File: config.mk
export PLATFORM = sky130hd
export DESIGN_NAME = axi4_stream_pkt_flat
export DESIGN_NICKNAME = d
export VERILOG_FILES = /design/src/rtl/axi4_stream_pkt_pkg.sv /design/src/rtl/axi4_stream_pkt_if.sv /design/src/rtl/axi4_stream_skid.sv /design/src/rtl/axi4_stream_pkt.sv /design/src/flat_wrapper.sv
export SDC_FILE = /design/constraint.sdc
export NUM_CORES = 1
export LEC_CHECK = 0
export CAP_MARGIN = 40
export CORE_ASPECT_RATIO = 0.5
export CORE_MARGIN = 3
export CORE_UTILIZATION = 49
export DETAILED_ROUTE_END_ITERATION = 16
export PLACE_DENSITY_LB_ADDON = 0.12
export SLEW_MARGIN = 10
export SYNTH_ARGS = -nofsm -noshare
export SYNTH_HDL_FRONTEND = slang
export SYNTH_SLANG_ARGS = --single-unit
File: constraint.sdc
create_clock -name clk -period 5.8 [get_ports clk]
set_input_delay 1.45 -clock clk [delete_from_list [all_inputs] [get_ports clk]]
set_output_delay 1.45 -clock clk [all_outputs]
set_load 0.01 [all_outputs]
File: src/rtl/axi4_stream_pkt_pkg.sv
// rtl/axi4_stream_pkt_pkg.sv - shared types for the stream packetizer
package axi4_stream_pkt_pkg;

  typedef enum logic [1:0] {
    ST_IDLE  = 2'd0,
    ST_RUN   = 2'd1,
    ST_DRAIN = 2'd2,
    ST_DONE  = 2'd3
  } pkt_state_t;

  // Input side is open only while a packet may still be in progress.
  function automatic logic st_active(input pkt_state_t s);
    return (s == ST_RUN) || (s == ST_DRAIN);
  endfunction

endpackage

File: src/rtl/axi4_stream_pkt_if.sv
// rtl/axi4_stream_pkt_if.sv - stream bundle with source/sink modports
interface axi4_stream_pkt_if #(
  parameter int DN = 1,
  parameter int DW = 16
);
  logic [DN*DW-1:0] tdata;
  logic [DN-1:0]    tkeep;
  logic             tlast;
  logic             tvalid;
  logic             tready;

  modport master (output tdata, output tkeep, output tlast, output tvalid, input tready);
  modport slave  (input tdata, input tkeep, input tlast, input tvalid, output tready);
endinterface

File: src/rtl/axi4_stream_skid.sv
// rtl/axi4_stream_skid.sv - 2-entry registered buffer; head entry drives the output
module axi4_stream_skid #(
  parameter int W = 18
) (
  input  logic         clk,
  input  logic         rst,
  input  logic         i_clr,
  input  logic [W-1:0] i_data,
  input  logic         i_valid,
  output logic         o_ready,
  output logic [W-1:0] o_data,
  output logic         o_valid,
  input  logic         i_ready
);
  logic [1:0]   r_cnt;
  logic [W-1:0] r_buf0;
  logic [W-1:0] r_buf1;
  logic         w_push;
  logic         w_pop;

  // Ready depends only on the fill level, never on the downstream ready.
  assign o_ready = (r_cnt != 2'd2);
  assign o_valid = (r_cnt != 2'd0);
  assign o_data  = r_buf0;
  assign w_push  = i_valid & o_ready;
  assign w_pop   = o_valid & i_ready;

  always_ff @(posedge clk or posedge rst) begin
    if (rst) begin
      r_cnt  <= 2'd0;
      r_buf0 <= '0;
      r_buf1 <= '0;
    end else if (i_clr) begin
      r_cnt  <= 2'd0;
      r_buf0 <= '0;
      r_buf1 <= '0;
    end else begin
      case ({w_push, w_pop})
        2'b10: begin
          if (r_cnt == 2'd0) r_buf0 <= i_data;
          else               r_buf1 <= i_data;
          r_cnt <= r_cnt + 2'd1;
        end
        2'b01: begin
          r_buf0 <= r_buf1;
          r_cnt  <= r_cnt - 2'd1;
        end
        2'b11: begin
          if (r_cnt == 2'd1) begin
            r_buf0 <= i_data;
          end else begin
            r_buf0 <= r_buf1;
            r_buf1 <= i_data;
          end
        end
        default: ;
      endcase
    end
  end
endmodule

File: src/rtl/axi4_stream_pkt.sv
// rtl/axi4_stream_pkt.sv - frames a continuous stream into fixed-length packets with a quota
module axi4_stream_pkt
  import axi4_stream_pkt_pkg::*;
#(
  parameter int DN = 1,
  parameter int DW = 16,
  parameter int CW = 32
) (
  input  logic          clk,
  input  logic          rst,
  input  logic          ctl_rst,
  input  logic          ctl_ena,
  input  logic [CW-1:0] cfg_len,
  input  logic [CW-1:0] cfg_num,
  output logic          sts_run,
  output logic [CW-1:0] sts_beat,
  output logic [CW-1:0] sts_pkt,
  axi4_stream_pkt_if.slave  sti,
  axi4_stream_pkt_if.master sto
);
  localparam int PW = DN*DW + DN + 1;
  localparam logic [CW-1:0] C_ONE = {{(CW-1){1'b0}}, 1'b1};

  pkt_state_t    r_state;
  logic [CW-1:0] r_len;
  logic [CW-1:0] r_num;
  logic [CW-1:0] r_beat;
  logic [CW-1:0] r_pkt;

  logic          w_skid_rdy;
  logic          w_acc;
  logic          w_last;
  logic          w_quota;
  logic [CW-1:0] w_pkt_inc;
  logic [PW-1:0] w_out;

  assign sts_run    = st_active(r_state);
  assign sts_beat   = r_beat;
  assign sts_pkt    = r_pkt;
  assign sti.tready = st_active(r_state) & w_skid_rdy;

  assign w_acc     = sti.tvalid & sti.tready;
  assign w_last    = sti.tlast | ((r_len != '0) && (r_beat == r_len - C_ONE));
  assign w_pkt_inc = r_pkt + C_ONE;
  assign w_quota   = (r_num != '0) && (w_pkt_inc == r_num);

  // TLAST is decided at acceptance and travels with the beat through the buffer.
  axi4_stream_skid #(.W(PW)) u_skid (
    .clk     (clk),
    .rst     (rst),
    .i_clr   (ctl_rst),
    .i_data  ({sti.tdata, sti.tkeep, w_last}),
    .i_valid (w_acc),
    .o_ready (w_skid_rdy),
    .o_data  (w_out),
    .o_valid (sto.tvalid),
    .i_ready (sto.tready)
  );

  assign {sto.tdata, sto.tkeep, sto.tlast} = w_out;

  always_ff @(posedge clk or posedge rst) begin
    if (rst) begin
      r_state <= ST_IDLE;
      r_len   <= '0;
      r_num   <= '0;
      r_beat  <= '0;
      r_pkt   <= '0;
    end else if (ctl_rst) begin
      r_state <= ST_IDLE;
      r_len   <= '0;
      r_num   <= '0;
      r_beat  <= '0;
      r_pkt   <= '0;
    end else begin
      if (w_acc) begin
        if (w_last) begin
          r_beat <= '0;
          r_pkt  <= w_pkt_inc;
        end else begin
          r_beat <= r_beat + C_ONE;
        end
      end
      case (r_state)
        ST_IDLE: begin
          if (ctl_ena) begin
            r_state <= ST_RUN;
            r_len   <= cfg_len;
            r_num   <= cfg_num;
            r_beat  <= '0;
            r_pkt   <= '0;
          end
        end
        ST_RUN: begin
          // A beat accepted while enable drops still opens a packet that must be finished.
          if (w_acc && w_last && w_quota) begin
            r_state <= ST_DONE;
          end else if (!ctl_ena) begin
            if (w_acc && w_last)             r_state <= ST_IDLE;
            else if (w_acc || r_beat != '0)  r_state <= ST_DRAIN;
            else                             r_state <= ST_IDLE;
          end
        end
        ST_DRAIN: begin
          if (w_acc && w_last) r_state <= ST_IDLE;
        end
        ST_DONE: begin
          if (!ctl_ena) r_state <= ST_IDLE;
        end
        default: r_state <= ST_IDLE;
      endcase
    end
  end
endmodule

File: src/flat_wrapper.sv
// flat-port wrapper written by rule: the top's interface ports become plain ports
module axi4_stream_pkt_flat import axi4_stream_pkt_pkg::*;
#(
  parameter int DN = 1,
  parameter int DW = 16,
  parameter int CW = 32
)
  (clk, rst, ctl_rst, ctl_ena, cfg_len, cfg_num, sts_run, sts_beat, sts_pkt, sti_tdata, sti_tkeep, sti_tlast, sti_tvalid, sti_tready, sto_tdata, sto_tkeep, sto_tlast, sto_tvalid, sto_tready);
  axi4_stream_pkt_if #(.DN(DN), .DW(DW)) sti_i ();
  axi4_stream_pkt_if #(.DN(DN), .DW(DW)) sto_i ();
  input  logic clk;
  input  logic rst;
  input  logic ctl_rst;
  input  logic ctl_ena;
  input  logic [CW-1:0] cfg_len;
  input  logic [CW-1:0] cfg_num;
  output logic sts_run;
  output logic [CW-1:0] sts_beat;
  output logic [CW-1:0] sts_pkt;
  input wire logic [$bits(sti_i.tdata)-1:0] sti_tdata;
  input wire logic [$bits(sti_i.tkeep)-1:0] sti_tkeep;
  input wire logic [$bits(sti_i.tlast)-1:0] sti_tlast;
  input wire logic [$bits(sti_i.tvalid)-1:0] sti_tvalid;
  output wire logic [$bits(sti_i.tready)-1:0] sti_tready;
  output wire logic [$bits(sto_i.tdata)-1:0] sto_tdata;
  output wire logic [$bits(sto_i.tkeep)-1:0] sto_tkeep;
  output wire logic [$bits(sto_i.tlast)-1:0] sto_tlast;
  output wire logic [$bits(sto_i.tvalid)-1:0] sto_tvalid;
  input wire logic [$bits(sto_i.tready)-1:0] sto_tready;
  assign sti_i.tdata = sti_tdata;
  assign sti_i.tkeep = sti_tkeep;
  assign sti_i.tlast = sti_tlast;
  assign sti_i.tvalid = sti_tvalid;
  assign sti_tready = sti_i.tready;
  assign sto_tdata = sto_i.tdata;
  assign sto_tkeep = sto_i.tkeep;
  assign sto_tlast = sto_i.tlast;
  assign sto_tvalid = sto_i.tvalid;
  assign sto_i.tready = sto_tready;
  axi4_stream_pkt #(.DN(DN), .DW(DW), .CW(CW)) u_core (.clk(clk), .rst(rst), .ctl_rst(ctl_rst), .ctl_ena(ctl_ena), .cfg_len(cfg_len), .cfg_num(cfg_num), .sts_run(sts_run), .sts_beat(sts_beat), .sts_pkt(sts_pkt), .sti(sti_i), .sto(sto_i));
endmodule
==> impl_metrics.json, run 1 <==
{
  "hpwlAfterDp_um": 20000,
  "netlist_instances": 1029,
  "ys.flop_type": "dfrtp_1",
  "cp-end-kind": "flop",
  "place_ws_ps": 1390,
  "crit_family": "simple AND/OR/NAND/NOR gates",
  "synthTopCellsByCount": "dfrtp_1, nor2_1, xnor2_1",
  "grt_start_max_net_pins": 169,
  "routabilityCongestion": 0.963,
  "p_per_area_nw_per_um2": 322,
  "tightest_slew_ps": 936,
  "synthArstFlopShare": 1.00,
  "rsz0062_at_grt": "no",
  "area_growth_pct": 26.0,
  "synth_area_um2": 9780,
  "grt_pass1_vias": 8346,
  "critPathMaxStageDelay_ps": 570,
  "vias": 8600,
  "report.final.slew_viol_count": 0,
  "max_freq_ghz": 0.233,
  "grt_first_pass_wirelength_um": 44800,
  "cts_tree": "yes",
  "yosys-top-cells-area": "dfrtp_1, xnor2_1, a22o_1",
  "cts.sinks": 168,
  "cpMaxStageDelayCell": "or4_1",
  "routed_wl_um": 27800,
  "finClkSkew_ps": 9.75,
  "drt_iter0_markers": 536,
  "finalCriticalPeriod_ps": 4300,
  "fin_ws_ps": 1500,
  "drive_gt1_frac": 0.0608,
  "fin_setup_tns_ps": 0,
  "path_cells": "inv_1 -> ha_1 -> nor3b_2 -> nand4_1 -> or4_1 -> a31o_2 -> o21ai_0 -> a41oi_1 -> nand2b_4 -> a21oi_1 -> nor3_1 -> a221oi_1",
  "nets": 1271,
  "htreeDepth": 4,
  "synth_cell_types": 76,
  "die_height_um": 106,
  "vias_per_cell": 5.96,
  "ctsResizeCount": 0,
  "insertedDiodeCount": 0,
  "die_width_um": 206,
  "postCtsHoldBufs": 0,
  "remaining_drc_errors": 0,
  "ir_worst_vdd_uv": 227,
  "slew_headroom": 0.370,
  "clockBufferDepth": 2,
  "clk_latency_ps": 440,
  "multi_input_area_um2": 5280,
  "yosysMostFrequentCell": "dfrtp_1",
  "cts_buffers": 17,
  "wl_per_cell_um": 19.2,
  "nFillCells": 1538,
  "setup_violations": 0,
  "status": "finished, final reports clean",
  "ys_seq_area_frac": 0.430,
  "ant_nets": 0,
  "cp_max_fo": 41,
  "initial_core_util": 0.516,
  "post-cts-setup-buffers": 0,
  "crit_arrival_ps": 4620,
  "min_period_over_period": 0.741,
  "antenna_found_initial": 1,
  "reg2reg_slack_ps": 1500,
  "pin_count": 173,
  "worst_ep_required_time_ps": 6120,
  "holdCritPathClass": "flop to flop",
  "grt_overflow_total": 0,
  "syn-num-nets": 1128,
  "avgSynthCellArea_um2": 9.50,
  "critical_path_class": "flop to flop",
  "p_leak_uw": 0.00505,
  "clk_pin_slew_ps": 70,
  "hold_viol": 0,
  "start_kind": "flop",
  "cts_root_buf": "clkbuf_16",
  "cap_violations": 0,
  "die-area_um2": 21800,
  "synth_edf_count": 0,
  "dr.pass1.iters": 6,
  "regArea_um2": 4200,
  "synth_top_area_cell": "dfrtp_1",
  "stdcell_count": 1444,
  "ys_warn_count": 0,
  "core-area_um2": 19000,
  "grtUsageTotal": 0.259,
  "cp_num_buf_inv": 1,
  "row_count": 35,
  "synth_seq_cells": 168,
  "dp.cells": 1412,
  "synth_top_area_share": 0.430,
  "numPortBuffers": 172
}
-- registers in the layout (all words and copies together), names as in the netlist --
register / count
u_core.r_num: 32
u_core.u_skid.o_data: 18
u_core.r_len: 32
u_core.sts_pkt: 32
u_core.u_skid.r_cnt: 2
u_core.r_state: 2
u_core.u_skid.r_buf1: 18
u_core.sts_beat: 32
-- kinds of logic (layout without fill, tap and decap cells) --
kind of cell / count (synthesis) / count (layout) / synth area share
xor+xnor: 130 / 130 / 0.116
simple gates: 407 / 407 / 0.225
fa+ha+maj: 12 / 12 / 0.0151
flops: 168 / 168 / 0.430
mux: 22 / 22 / 0.0227
buf+inv: 79 / 235 / 0.0333
compound gates: 211 / 211 / 0.157
-- power by group --
part	total [µW]	switching, µW	internal [µW]
clock	1170	498	674
combinational	1300	718	582
sequential	1500	179	1320
-- cell usage in the layout, fill, tap and decap left out, types with 4 or more instances in the layout --
cell             netlist  layout
clkdlybuf4s50_1        0     172
dfrtp_1              168     168
nor2_1               113     112
xnor2_1               81      81
a22o_1                76      76
nand2_1               72      72
o21ai_0               51      51
xor2_1                49      49
nand4_1               32      32
nor3_1                30      30
nand3_1               29      29
nor4_1                26      26
a21oi_1               26      24
inv_1                 23      22
mux2i_1               21      21
and3_1                19      19
clkbuf_16              0      17
or3_1                 14      14
ha_1                  11      11
and4_1                10      10
and2_1                 9       9
nor2b_1                8       8
a211oi_1               8       7
nand2b_1               8       7
or4_1                  6       6
o31ai_1                6       6
buf_4                  1       6
nor4_2                 4       4
a31oi_1                4       4
clkinvlp_4             0       4
-- tightest hold or removal path, cell delays in order (launching register included) --
cell and delay [ps]:
dfrtp_1 350, nand2_1 50, o21ai_0 60
-- metrics by stage --
step | hold WS [ps] | util | power [µW] | cell area, µm²
3_5_place_dp | 473 | 0.618 | 2800 | 11700
4_1_cts | 494 | 0.650 | 3980 | 12300
3_3_place_gp | 467 | 0.616 | 2760 | 11700
5_1_grt | 523 | 0.650 | 4170 | 12300
2_1_floorplan | 449 | - | 2330 | 9780
6_report | 492 | 0.650 | 3970 | 12300
-- cell type report --
| cell class | count | area share |
|---|---|---|
| Clock buffer | 20 | 0.0379 |
| Clock inverter | 12 | 0.0114 |
| Inverter | 23 | 0.00731 |
| Multi-Input combinational cell | 782 | 0.428 |
| Sequential cell | 168 | 0.341 |
| Tap cell | 259 | 0.0263 |
| Timing Repair Buffer | 180 | 0.147 |
-- worst paths after layout --
path | start | cells past startpoint | to
worst max-delay path | u_core.r_len[0]$_DFFE_PP0P_ | 12 | u_core.r_state[1]$_DFFE_PP0P_
worst min-delay path | u_core.u_skid.o_data[14]$_DFFE_PP0P_ | 2 | u_core.u_skid.o_data[14]$_DFFE_PP0P_
worst max register to register | u_core.r_len[0]$_DFFE_PP0P_ | 12 | u_core.r_state[1]$_DFFE_PP0P_
worst min register to register | u_core.u_skid.o_data[14]$_DFFE_PP0P_ | 2 | u_core.u_skid.o_data[14]$_DFFE_PP0P_
max in group asynchronous | rst | 3 | u_core.u_skid.r_buf1[9]$_DFFE_PP0P_
min in group asynchronous | rst | 3 | u_core.r_num[28]$_DFFE_PP0P_
-- per-layer routing --
layer | global-route usage | up-vias | share of wire
met1 | 0.358 | 4242 | 0.45
met5 | 0 | - | 0
met3 | 0.0555 | 36 | 0.065
li1 | - | 4035 | -
met4 | 0.0789 | 0 | 0.015
met2 | 0.410 | 287 | 0.47
Power figures use the tool's default switching activity.
==> run 2: changes to the inputs <==
==> constraint.sdc (replaced) <==
create_clock -name clk -period 3.67 [get_ports clk]
set_input_delay 0.9175 -clock clk [delete_from_list [all_inputs] [get_ports clk]]
set_output_delay 0.9175 -clock clk [all_outputs]
set_load 0.01 [all_outputs]
==> run 2 against run 1 <==
Net effect: clock skew up 2.2 ps; sequential power up 57%; utilization up 2.9 points; die area unchanged; non-clock buffer count up 58; sequential share of layout area down 1.4 points; combinational power up 71%; critical endpoint unchanged; largest cell class unchanged; highest routed layer is now met5.
==> impl_metrics.json, run 2 (synthesized netlist as in run 1, its figures left out) <==
{
  "status": "finished, final reports clean",
  "hold_viol": 0,
  "holdCritPathClass": "flop to flop",
  "pin_count": 173,
  "worstRegToRegCells": 10,
  "core-area_um2": 19000,
  "nFillCells": 1510,
  "fin_ws_ps": 114,
  "grt_pass1_vias": 8670,
  "rsz0062_at_grt": "yes",
  "cp-end-kind": "flop",
  "min_to": "u_core.u_skid.o_data[13]$_DFFE_PP0P_",
  "crit_family": "simple AND/OR/NAND/NOR gates",
  "max_freq_ghz": 0.281,
  "drive_gt1_frac": 0.108,
  "routed_wl_um": 29300,
  "ant_nets": 0,
  "dr.pass1.iters": 5,
  "fin_util": 0.678,
  "rr_startpoint": "u_core.sts_pkt[2]$_DFF_PP0_",
  "ir_worst_vdd_uv": 363,
  "report.final.slew_viol_count": 0,
  "row_count": 35,
  "worst_ep_required_time_ps": 4000,
  "setup_violations": 0,
  "die_width_um": 206,
  "cp_max_fo": 8,
  "initial_core_util": 0.516,
  "start_kind": "flop",
  "clk_latency_ps": 440,
  "r2r-end": "u_core.r_state[1]$_DFFE_PP0P_",
  "holdPathStages": 2,
  "hpwlAfterDp_um": 21900,
  "vias_per_cell": 5.82,
  "min_period_over_period": 0.969,
  "path_cells": "nand3_1 -> nor4_4 -> nand4b_1 -> a21oi_2 -> o22ai_1 -> or4_1 -> or4_4 -> nor3_4 -> mux2_1 -> a221oi_1",
  "p_per_area_nw_per_um2": 507,
  "p_leak_uw": 0.00539,
  "remaining_drc_errors": 0,
  "routabilityCongestion": 0.911,
  "antenna_found_initial": 2,
  "dpl_cell_area_um2": 12200,
  "numPortBuffers": 172,
  "cpMaxStageDelayCell": "nor4_4",
  "wl_per_cell_um": 19.5,
  "cap_violations": 0,
  "htreeDepth": 4,
  "cts_buffers": 17,
  "die_height_um": 106,
  "grt_start_max_net_pins": 47,
  "grtUsageTotal": 0.272,
  "min-delay-start": "u_core.u_skid.o_data[13]$_DFFE_PP0P_",
  "cts.sinks": 168,
  "nets": 1330,
  "finalCriticalPeriod_ps": 3560,
  "slew_headroom": 0.487,
  "tightest_slew_ps": 763,
  "vias": 8746,
  "critical_path_class": "flop to flop",
  "area_growth_pct": 31.5,
  "cts_root_buf": "clkbuf_16",
  "drt_iter0_markers": 472,
  "cp_num_buf_inv": 0,
  "final_common_cell": "clkdlybuf4s50_1",
  "grt_overflow_total": 0,
  "insertedDiodeCount": 0,
  "final_area_um2": 12900,
  "reg2reg_slack_ps": 110,
  "critPathMaxStageDelay_ps": 530,
  "place_ws_ps": -62.2,
  "crit_arrival_ps": 3890,
  "finClkSkew_ps": 11.9,
  "clk_pin_slew_ps": 70,
  "cts_tree": "yes",
  "die-area_um2": 21800,
  "clockBufferDepth": 2,
  "hold_slack_ps": 483,
  "postCtsHoldBufs": 0,
  "grt_first_pass_wirelength_um": 46800,
  "mostFrequentLayoutCells": "clkdlybuf4s50_1, dfrtp_1, nor2_1, xnor2_1, a22o_1"
}
==> run 2: final cells by class <==
class / count / area (µm²) / area share
Multi-Input combinational cell: 783 / 5330 / 0.414
Clock buffer: 20 / 447 / 0.0347
Inverter: 23 / 90.1 / 0.00700
Timing Repair Buffer: 238 / 2280 / 0.177
Tap cell: 259 / 324 / 0.0252
Clock inverter: 12 / 186 / 0.0145
Sequential cell: 168 / 4200 / 0.327
==> run 2: worst register-to-register path, cell delays in order, from the launching register on <==
cell and delay [ps]:
dfrtp_1 480, nand3_1 190, nor4_4 530, nand4b_1 260
a21oi_2 160, o22ai_1 100, or4_1 510, or4_4 450
nor3_4 190, mux2_1 350, a221oi_1 240
==> run 2: layer usage <==
layer,up-vias,wire (µm),GRT usage,part of all wire
li1,4154,-,-,-
met1,4306,13100,0.373,0.45
met2,253,13900,0.440,0.47
met3,31,1880,0.0636,0.064
met4,2,365,0.0628,0.012
met5,-,13,0,0.00044
==> run 2: repair_timing <==
action | in CTS | in global routing
cloned | 0 | 1
endpoints found under the setup margin | 1 | 17
pin swaps | 1 | 2
gates resized for setup | 1 | 8
setup buffers | 2 | 1
endpoints found under the hold margin | 0 | 0
==> run 2: power breakdown <==
part           internal, µW  leakage, µW  switching (µW)
combinational          1030      0.00279            1190
clock                  1170     0.000304             784
sequential             2080      0.00230             274
total                  4280      0.00539            2250
==> run 2: stage by stage <==
step	cells	total power, µW	TNS, ps
floorplan	1029	3680	0
detailed placement	1467	4550	-62.2
global placement	1467	4510	0
finish	1503	6530	0
global route	1503	6870	-83.3
CTS	1501	6520	0
==> run 2: how the worst max path moves through the flow <==
stage | slack (ps) | to | cells past startpoint | startpoint
6_report | 110 | u_core.r_state[1]$_DFFE_PP0P_ | 10 | u_core.sts_pkt[2]$_DFF_PP0_
4_1_cts | 10 | u_core.r_state[1]$_DFFE_PP0P_ | 11 | u_core.sts_pkt[0]$_DFF_PP0_
2_1_floorplan | 170 | u_core.r_state[1]$_DFFE_PP0P_ | 11 | u_core.sts_pkt[0]$_DFF_PP0_
3_5_place_dp | -60 | u_core.r_state[1]$_DFFE_PP0P_ | 10 | u_core.sts_pkt[5]$_DFF_PP0_
5_1_grt | -50 | u_core.r_state[1]$_DFFE_PP0P_ | 10 | u_core.sts_pkt[2]$_DFF_PP0_
3_3_place_gp | 60 | u_core.r_state[1]$_DFFE_PP0P_ | 10 | u_core.sts_pkt[5]$_DFF_PP0_
